File: config.mk
export PLATFORM = sky130hd
export DESIGN_NAME = text_term_writer
export DESIGN_NICKNAME = d
export VERILOG_FILES = /design/src/rtl/text_term_writer.sv
export SDC_FILE = /design/constraint.sdc
export NUM_CORES = 1
export LEC_CHECK = 0
export BUFFER_PORTS_ARGS = -buffer_cell sky130_fd_sc_hd__buf_2
export CAP_MARGIN = 20
export CORE_MARGIN = 4
export CORE_UTILIZATION = 38
export CTS_CLUSTER_SIZE = 8
export DETAILED_ROUTE_END_ITERATION = 8
export HOLD_SLACK_MARGIN = 0.05
export SYNTH_ARGS = -nofsm -noshare
export SYNTH_HDL_FRONTEND = slang
export SYNTH_SLANG_ARGS = --single-unit
export TNS_END_PERCENT = 100
File: constraint.sdc
create_clock -name CLOCK_50 -period 6.4 [get_ports CLOCK_50]
set_input_delay 1.28 -clock CLOCK_50 [delete_from_list [all_inputs] [get_ports CLOCK_50]]
set_output_delay 1.28 -clock CLOCK_50 [all_outputs]
set_load 0.01 [all_outputs]
File: src/rtl/text_term_writer.sv
// ============================================================================
// Module  : text_term_writer
// Brief   : Terminal-style writer for a text-mode character buffer with cursor
//           tracking, control-character handling and row/screen clearing.
// Revision: 1.0
// ============================================================================
`default_nettype none

module text_term_writer #(
    parameter int          COLS   = 70,
    parameter int          ROWS   = 30,
    parameter int          ADDR_W = 12,
    parameter logic [7:0]  FILL   = 8'h00
) (
    input  logic              CLOCK_50,
    input  logic              rst,
    input  logic              in_valid,
    input  logic [7:0]        in_char,
    output logic              in_ready,
    output logic [ADDR_W-1:0] wraddress,
    output logic [7:0]        data,
    output logic              wren,
    output logic [6:0]        cursor_x,
    output logic [4:0]        cursor_y,
    output logic              busy
);

    localparam logic [ADDR_W-1:0] c_last_addr = ADDR_W'(COLS * ROWS - 1);
    localparam logic [ADDR_W-1:0] c_cols      = ADDR_W'(COLS);
    localparam logic [6:0]        c_last_col  = 7'(COLS - 1);
    localparam logic [4:0]        c_last_row  = 5'(ROWS - 1);

    typedef enum logic [1:0] {
        S_IDLE    = 2'd0,
        S_CLR_ROW = 2'd1,
        S_CLR_ALL = 2'd2
    } state_t;

    state_t            r_state;
    logic [ADDR_W-1:0] r_clr_addr;
    logic [ADDR_W-1:0] r_clr_end;
    logic [6:0]        r_cur_x;
    logic [4:0]        r_cur_y;
    logic              r_in_ready;
    logic              r_busy;
    logic              r_wren;
    logic [ADDR_W-1:0] r_wraddress;
    logic [7:0]        r_data;

    logic              w_accept;
    logic [4:0]        w_line_y;
    logic [ADDR_W-1:0] w_line_base;
    logic [ADDR_W-1:0] w_cur_addr;

    assign w_accept    = in_valid && r_in_ready;
    assign w_line_y    = (r_cur_y == c_last_row) ? 5'd0 : r_cur_y + 5'd1;
    assign w_line_base = ADDR_W'(w_line_y) * c_cols;
    assign w_cur_addr  = ADDR_W'(r_cur_y) * c_cols + ADDR_W'(r_cur_x);

    always_ff @(posedge CLOCK_50) begin
        if (rst) begin
            r_state     <= S_CLR_ALL;
            r_clr_addr  <= '0;
            r_clr_end   <= c_last_addr;
            r_cur_x     <= 7'd0;
            r_cur_y     <= 5'd0;
            r_in_ready  <= 1'b0;
            r_busy      <= 1'b1;
            r_wren      <= 1'b0;
            r_wraddress <= '0;
            r_data      <= FILL;
        end else begin
            r_wren <= 1'b0;
            case (r_state)
                S_IDLE: begin
                    if (w_accept) begin
                        if (in_char >= 8'h20 && in_char <= 8'h7E) begin
                            r_wren      <= 1'b1;
                            r_wraddress <= w_cur_addr;
                            r_data      <= in_char;
                            if (r_cur_x == c_last_col) begin
                                r_cur_x    <= 7'd0;
                                r_cur_y    <= w_line_y;
                                r_state    <= S_CLR_ROW;
                                r_clr_addr <= w_line_base;
                                r_clr_end  <= w_line_base + c_cols - 1'b1;
                                r_in_ready <= 1'b0;
                                r_busy     <= 1'b1;
                            end else begin
                                r_cur_x <= r_cur_x + 7'd1;
                            end
                        end else begin
                            case (in_char)
                                8'h0A: begin
                                    r_cur_x    <= 7'd0;
                                    r_cur_y    <= w_line_y;
                                    r_state    <= S_CLR_ROW;
                                    r_clr_addr <= w_line_base;
                                    r_clr_end  <= w_line_base + c_cols - 1'b1;
                                    r_in_ready <= 1'b0;
                                    r_busy     <= 1'b1;
                                end
                                8'h0D: r_cur_x <= 7'd0;
                                8'h08: begin
                                    // Stepping back across a row boundary is still linear address - 1.
                                    if (r_cur_x != 7'd0 || r_cur_y != 5'd0) begin
                                        r_wren      <= 1'b1;
                                        r_wraddress <= w_cur_addr - 1'b1;
                                        r_data      <= FILL;
                                        if (r_cur_x != 7'd0) begin
                                            r_cur_x <= r_cur_x - 7'd1;
                                        end else begin
                                            r_cur_x <= c_last_col;
                                            r_cur_y <= r_cur_y - 5'd1;
                                        end
                                    end
                                end
                                8'h0C: begin
                                    r_cur_x    <= 7'd0;
                                    r_cur_y    <= 5'd0;
                                    r_state    <= S_CLR_ALL;
                                    r_clr_addr <= '0;
                                    r_clr_end  <= c_last_addr;
                                    r_in_ready <= 1'b0;
                                    r_busy     <= 1'b1;
                                end
                                default: ;
                            endcase
                        end
                    end
                end
                S_CLR_ROW, S_CLR_ALL: begin
                    r_wren      <= 1'b1;
                    r_wraddress <= r_clr_addr;
                    r_data      <= FILL;
                    if (r_clr_addr == r_clr_end) begin
                        r_state    <= S_IDLE;
                        r_in_ready <= 1'b1;
                        r_busy     <= 1'b0;
                    end else begin
                        r_clr_addr <= r_clr_addr + 1'b1;
                    end
                end
                default: begin
                    r_state    <= S_CLR_ALL;
                    r_clr_addr <= '0;
                    r_clr_end  <= c_last_addr;
                    r_in_ready <= 1'b0;
                    r_busy     <= 1'b1;
                end
            endcase
        end
    end

    assign in_ready  = r_in_ready;
    assign busy      = r_busy;
    assign wren      = r_wren;
    assign wraddress = r_wraddress;
    assign data      = r_data;
    assign cursor_x  = r_cur_x;
    assign cursor_y  = r_cur_y;

endmodule

`default_nettype wire
==> reports/metrics.cfg, run 1 <==
[power]
powerDensity_mw_per_mm2=241
peakVddDrop_uv=155
power_uw=1340
p_leak_uw=0.00223

[sta]
setup_viol=0
finalSetupTns_ns=0
timing.final.crit_share=0.770
drv_slew=0
fmax_mhz=203
min_period_ns=4.93
relSlewSlack=0.325
hold_viol=0
fin_skew_ns=0.00715
rsz0062_at_grt=no
tightest_slew_ns=1.01

[finish]
synthToLayoutAreaGrowth_pct=13.7
fin_util=0.441
final_layout_size_suffix_gt1_frac=0.119
nets=719
multi_input_area_mm2=0.00347
ff_latch_area_mm2=0.00120
diodes=0
fillCellCount=1314

[clock_tree]
cts_buffers=9
postCtsSetupRepairBufs=0
htreeDepth=3
clock_latency_ns=0.33
cts.sinks=60
clk_pin_slew_ns=0.06
root_buffer=clkbuf_16
hold_buffers=0
cts_resized=0
cts_tree=yes
clock_path_buffers=2

[logic_synthesis]
yosys_warnings=0
ys_ff_latch=60
syn_nets=684
synth_ff_type=dfxtp_1
synth.area.top_cells=dfxtp_1 (25%), ha_1 (12%), xnor2_1 (7.2%)
yosysSeqAreaShare=0.245
synth.avg_cell_area_um2=7.84
synth.distinct_cells=68
synthArstFlopShare=0
synth_area_leader_cell=dfxtp_1
yosys.area.top_type_share=0.245
yosysMostFrequentCell=dfxtp_1
ys_top_cells_by_count=dfxtp_1 (60), nand2_1 (58), nor2_1 (50)
synthCells=624
syn_area_mm2=0.00489
synth_edf_count=0

[critical_path]
critPathRequiredTime_ns=6.63
critPathMaxFanout=11
worst_setup_path_end_kind=flop
crit_type=flop to flop
cp-start-kind=flop
worstPathArrival_ns=5.16

[routing]
first_pass_iters=5
vias_per_cell=5.70
ant_nets=0
routed_wirelength_um=14000
vias=4762
drc=0
wl_per_cell_um=16.8
drtIter0Drc=373

[floorplan]
die_w_um=121
ioPinCount=46
coreArea_mm2=0.0126
rows=41
fp.dieH_um=121
initial_core_util=0.388
die_area_mm2=0.0148

[run]
cap_viol_max_count=0

[placed_design]
gp_congestion=0.882
dp_hpwl_um=10700
portBuffers=45

[grt]
grtUsageTotal=0.195
grt_overflow=0
grt_pass1_wl_um=23200
antenna_found_initial=0
grt_pass1_vias=4489
grt_max_degree=52

[min_path]
hold_path.class=flop to flop

[status]
status=finished clean

[worst max-delay path, cell delays in order (launching register included)]
cell       delay, ns
dfxtp_1         0.55
clkinv_1        0.33
ha_1            0.37
inv_1           0.04
ha_1            0.27
ha_1            0.38
a31oi_1         0.27
xor2_1          0.18
ha_1            0.32
nor3b_1         0.18
a311oi_2        0.19
o311ai_1        0.22
or3_4           0.45
or4_4           0.55
o2111a_1        0.27
a2111oi_2       0.27
[cells in the final DEF (no fill, tap or decap), drive strengths merged, types with 5 or more instances in the layout]
cell type	synthesis	routed
nor3b	5	5
a211oi	15	15
a31oi	10	10
xor2	11	11
nand4	10	10
o21ai	25	25
nand3	28	28
nor2b	7	7
a21oi	47	47
nor4	7	7
xnor2	40	40
nor2	50	50
or4	5	5
nand2b	13	13
ha	46	46
nor3	12	12
and3	10	10
buf	3	47
inv	34	35
o211ai	8	8
or3	14	14
a22oi	5	5
o2bb2ai	6	6
dfxtp	60	60
nand2	58	58
clkbuf	20	11
mux2i	5	5
[cell type report]
type / count / area share
Clock inverter: 5 / 0.0108
Sequential cell: 60 / 0.216
Clock buffer: 11 / 0.0436
Multi-Input combinational cell: 506 / 0.624
Tap cell: 172 / 0.0387
Timing Repair Buffer: 47 / 0.0432
Inverter: 35 / 0.0236
[layer usage]
| layer | track usage | vias to the layer above | wire length, um |
|---|---|---|---|
| met5 | 0 | - | 0 |
| met4 | 0.0504 | 0 | 177 |
| met3 | 0.0294 | 15 | 744 |
| met2 | 0.312 | 127 | 6440 |
| met1 | 0.273 | 2280 | 6660 |
| li1 | - | 2340 | - |
[registers in the layout (all words and copies together) (netlist names)]
name / cells
busy: 1
cursor_x: 7
cursor_y: 5
data: 8
in_ready: 1
r_clr_addr: 12
r_clr_end: 11
r_state: 2
wraddress: 12
wren: 1
[cell families after synthesis]
| group | synth area share |
|---|---|
| compound gates | 0.230 |
| xor+xnor | 0.0913 |
| fa+ha+maj | 0.130 |
| buf+inv | 0.0452 |
| flops | 0.245 |
| mux | 0.0102 |
| simple gates | 0.248 |
[power by group]
part | switching [uW] | internal (uW)
registers | 42.0 | 416
clock network | 185 | 313
logic | 247 | 136
[path summary, 6_finish.rpt]
| kind | from | end | slack [ns] | cells after the start |
|---|---|---|---|---|
| worst max-delay path | cursor_y[3]$_SDFFE_PP0P_ | wraddress[11]$_SDFFE_PP0P_ | 1.47 | 15 |
| worst min-delay path | data[1]$_SDFFE_PP0P_ | data[1]$_SDFFE_PP0P_ | 0.45 | 2 |
| worst max register to register | cursor_y[3]$_SDFFE_PP0P_ | wraddress[11]$_SDFFE_PP0P_ | 1.47 | 15 |
| worst min register to register | data[1]$_SDFFE_PP0P_ | data[1]$_SDFFE_PP0P_ | 0.45 | 2 |
[per-stage QoR]
step	cell area [um^2]	hold WS, ns	instances	worst slack (ns)
6_report	5560	0.449	836	1.47
5_1_grt	5560	0.474	836	1.27
4_1_cts	5560	0.454	836	1.51
3_5_place_dp	5260	0.444	820	1.52
3_3_place_gp	5260	0.438	820	1.64
2_1_floorplan	4890	0.453	624	1.74
Power figures use the tool's default switching activity.
==> inputs of run 2 (changes only) <==
==> constraint.sdc (replaced) <==
create_clock -name CLOCK_50 -period 5 [get_ports CLOCK_50]
set_input_delay 1 -clock CLOCK_50 [delete_from_list [all_inputs] [get_ports CLOCK_50]]
set_output_delay 1 -clock CLOCK_50 [all_outputs]
set_load 0.01 [all_outputs]
==> run 2 against run 1 <==
Effect of this change:
- sequential share of layout area down 0.063 points
- maximum frequency rose by 5.9%
- register-to-register slack got worse by 1.1 ns
- combinational power is 29% higher
- critical path type unchanged
==> reports/metrics.cfg, run 2 (synthesis results as in run 1) <==
[critical_path]
crit_type=flop to flop
cp-start-kind=flop
ff2ff_setup_slack_ns=0.35
worstPathArrival_ns=4.88
worst_setup_path_end_kind=flop
critPathLaunch=cursor_y[3]$_SDFFE_PP0P_
reg2reg_from=cursor_y[3]$_SDFFE_PP0P_
critPathMaxFanout=7
critPathRequiredTime_ns=5.22

[grt]
grt_max_degree=52
grt_overflow=0
antenna_found_initial=0
grtUsageTotal=0.196
grt_pass1_wl_um=22900
grt_pass1_vias=4512

[sta]
drv_slew=0
rsz0062_at_grt=no
finalSetupTns_ns=0
min_period_ns=4.65
timing.final.crit_share=0.930
relSlewSlack=0.273
hold_viol=0
fin_skew_ns=0.00404
tightest_slew_ns=1.09
hold-worst-slack_ns=0.445
fmax_mhz=215
setup_viol=0

[routing]
drtIter0Drc=411
wl_per_cell_um=16.8
first_pass_iters=5
vias_per_cell=5.70
ant_nets=0
drc=0
vias=4795
routed_wirelength_um=14100

[floorplan]
coreArea_mm2=0.0126
initial_core_util=0.388
fp.dieH_um=121
rows=41
die_area_mm2=0.0148
die_w_um=121
ioPinCount=46

[clock_tree]
htreeDepth=3
cts.sinks=60
hold_buffers=0
cts_buffers=9
root_buffer=clkbuf_16
clock_latency_ns=0.33
clock_path_buffers=2
postCtsSetupRepairBufs=0
cts_resized=0
clk_pin_slew_ns=0.06
cts_tree=yes

[power]
powerDensity_mw_per_mm2=299
p_leak_uw=0.00225
peakVddDrop_uv=201
power_uw=1670

[min_path]
min_from=data[4]$_SDFFE_PP0P_
hold_path.class=flop to flop

[finish]
fin_util=0.442
synthToLayoutAreaGrowth_pct=14.0
final_layout_size_suffix_gt1_frac=0.129
fillCellCount=1339
nets=724
diodes=0
most-common-layout-cells=dfxtp_1 (60), nand2_1 (58), nor2_1 (50)
final_common_cell=dfxtp_1

[placed_design]
dp_hpwl_um=10800
portBuffers=45
gp_congestion=0.858

[run]
cap_viol_max_count=0

[status]
status=finished clean

[run 2: worst max-delay path, cell delays in order (launching register included)]
cell	delay (ns)
dfxtp_1	0.37
clkinvlp_4	0.19
ha_1	0.32
inv_1	0.04
ha_1	0.27
ha_1	0.39
a31oi_1	0.29
xor2_1	0.19
ha_1	0.33
nor3b_1	0.18
a311oi_2	0.19
o311ai_1	0.21
or3_4	0.45
or4_4	0.55
o2111a_1	0.28
a2111oi_2	0.30
[run 2: cell type report]
type	count	area, um^2	share of cell area
repair buffers	52	278	0.0498
flip-flops and latches	60	1200	0.215
multi-input cells	506	3470	0.622
clock inverters	7	52.6	0.00942
clock buffers	9	225	0.0404
well taps	172	215	0.0386
inverters	35	135	0.0242
[run 2: worst paths after layout]
kind,end,cells past startpoint
setup / recovery,wraddress[11]$_SDFFE_PP0P_,15
hold / removal,data[4]$_SDFFE_PP0P_,2
setup reg to reg,wraddress[11]$_SDFFE_PP0P_,15
hold reg to reg,data[4]$_SDFFE_PP0P_,2
[run 2: through the flow]
stage / cell area [um^2] / std cells / setup WS, ns
final: 5580 / 841 / 0.348
after global routing: 5580 / 841 / 0.0180
after CTS: 5580 / 841 / 0.337
after detailed placement: 5300 / 825 / 0.377
after global placement: 5300 / 825 / 0.523
after floorplan: 4890 / 624 / 0.335
[run 2: layer usage]
metal / GRT usage / routed length (um) / vias to the layer above
li1: - / - / 2359
met1: 0.268 / 6710 / 2274
met2: 0.308 / 6380 / 141
met3: 0.0396 / 771 / 21
met4: 0.0644 / 278 / 0
met5: 0 / 0 / -
[run 2: where the power goes]
part / switching, uW / internal, uW / leakage [uW]
Combinational: 320 / 176 / 0.00163
Sequential: 54.7 / 533 / 0.000486
Clock: 246 / 337 / 0.000136
==> inputs of run 3 (changes only) <==
--- a/config.mk
+++ b/config.mk
@@ -5,7 +5,7 @@
 export SDC_FILE = /design/constraint.sdc
 export NUM_CORES = 1
 export LEC_CHECK = 0
-export BUFFER_PORTS_ARGS = -buffer_cell sky130_fd_sc_hd__buf_2
+export BUFFER_PORTS_ARGS = -buffer_cell sky130_fd_sc_hd__buf_4
 export CAP_MARGIN = 20
 export CORE_MARGIN = 4
 export CORE_UTILIZATION = 38
==> run 3 against run 2 <==
Effect of this change:
- die area is the same
- final cell count grew 0.12%
- clock skew shrank 0.0013 ns
- global-route usage shrank 0.37 points
- critical path type unchanged
- highest routed layer unchanged
==> reports/metrics.cfg, run 3 (synthesis results as in run 1) <==
[status]
status=finished clean

[sta]
drv_slew=0
timing.final.crit_share=0.924
hold-worst-slack_ns=0.448
rsz0062_at_grt=no
finalSetupTns_ns=0
min_period_ns=4.62
setup_viol=0
hold_viol=0
relSlewSlack=0.385
fin_skew_ns=0.00274
tightest_slew_ns=0.914
fmax_mhz=216

[critical_path]
worstPathArrival_ns=4.85
max_stage_delay_ns=0.54
critPathSlowestCell=or4_4
crit_type=flop to flop
cp-start-kind=flop
critPathRequiredTime_ns=5.23
critPathMaxFanout=7
crit_path_cell_trace=clkinv_1, ha_1, inv_1, ha_1, ha_1, a31oi_1, xor2_1, ha_1, nor3b_1, a311oi_2, o311ai_1, or3_4, or4_4, o2111a_1, a2111oi_2
crit_top_cell=ha_1
worst_setup_path_end_kind=flop

[clock_tree]
cts_tree=yes
root_buffer=clkbuf_16
clk_pin_slew_ns=0.06
cts_buffers=9
postCtsSetupRepairBufs=0
hold_buffers=0
cts_resized=0
clock_latency_ns=0.33
clock_path_buffers=2
cts.sinks=60
htreeDepth=3

[finish]
synthToLayoutAreaGrowth_pct=17.3
fin_util=0.455
most-common-layout-cells=dfxtp_1 (60), nand2_1 (58), buf_4 (53)
final_layout_size_suffix_gt1_frac=0.128
final_common_cell=dfxtp_1
fillCellCount=1318
diodes=0
nets=725

[grt]
grtUsageTotal=0.192
grt_overflow=0
grt_pass1_wl_um=22800
grt_pass1_vias=4575
grt_max_degree=52
antenna_found_initial=0

[routing]
drc=0
wl_per_cell_um=16.6
vias_per_cell=5.65
routed_wirelength_um=13900
first_pass_iters=5
vias=4757
ant_nets=0
drtIter0Drc=491

[power]
power.internal_uw=1170
p_sw_uw=625
seqPwrFrac=0.328
switching_share=0.348
peakVddDrop_uv=231
pwr-share-clk=0.382
pwr-share-comb=0.290
p_leak_uw=0.00228
powerDensity_mw_per_mm2=313

[run]
cap_viol_max_count=0

[floorplan]
fp.dieH_um=121
ioPinCount=46
initial_core_util=0.388
die_w_um=121
coreArea_mm2=0.0126
rows=41
die_area_mm2=0.0148

[placed_design]
gp_congestion=0.854
portBuffers=45
dp_hpwl_um=10800

[min_path]
hold_path.class=flop to flop

run 3: critical path: cells and delay by family (launching register included):
family | cells | cell delay, ns
xor gates and xnor gates | 1 | 0.19
DFF | 1 | 0.33
and+or+nand+nor | 3 | 1.16
AOI/OAI and AO/OA | 5 | 1.25
adders and majority gates | 4 | 1.32
buffers and inverters | 2 | 0.26
run 3: metal layers:
metal / global-route usage / wire length [um] / up-vias
li1: - / - / 2354
met1: 0.264 / 6620 / 2253
met2: 0.308 / 6450 / 136
met3: 0.0238 / 673 / 14
met4: 0.0686 / 208 / 0
met5: 0 / 0 / -
run 3: area by class of cell:
class / instances / area, um^2 / share of cell area
inverter: 35 / 131 / 0.0229
timing repair buffer: 53 / 398 / 0.0693
tap: 172 / 215 / 0.0375
multi-input combinational: 506 / 3470 / 0.605
sequential: 60 / 1200 / 0.209
clock inverter: 7 / 98.8 / 0.0172
clock buffer: 9 / 225 / 0.0392
run 3: worst paths after layout:
check                                 from                          to  slack (ns)  cells after the start
setup reg to reg  cursor_y[3]$_SDFFE_PP0P_  wraddress[11]$_SDFFE_PP0P_        0.38                     15
setup / recovery  cursor_y[3]$_SDFFE_PP0P_  wraddress[11]$_SDFFE_PP0P_        0.38                     15
hold / removal        data[0]$_SDFFE_PP0P_        data[0]$_SDFFE_PP0P_        0.45                      2
hold reg to reg       data[0]$_SDFFE_PP0P_        data[0]$_SDFFE_PP0P_        0.45                      2
run 3: power groups by stage:
stage	combinational [uW]	clock, uW	sequential (uW)
after floorplan	351	0	589
after global placement	507	0	597
after detailed placement	517	0	598
after CTS	521	694	588
after global routing	576	718	597
final	521	686	588
run 3: per-stage QoR:
| stage | total power [uW] | instances | area [um^2] | worst slack, ns |
|---|---|---|---|---|
| 6_report | 1800 | 842 | 5740 | 0.381 |
| 5_1_grt | 1890 | 842 | 5740 | 0.100 |
| 4_1_cts | 1800 | 842 | 5740 | 0.370 |
| 3_5_place_dp | 1110 | 826 | 5420 | 0.428 |
| 3_3_place_gp | 1100 | 826 | 5420 | 0.528 |
| 2_1_floorplan | 940 | 624 | 4890 | 0.335 |
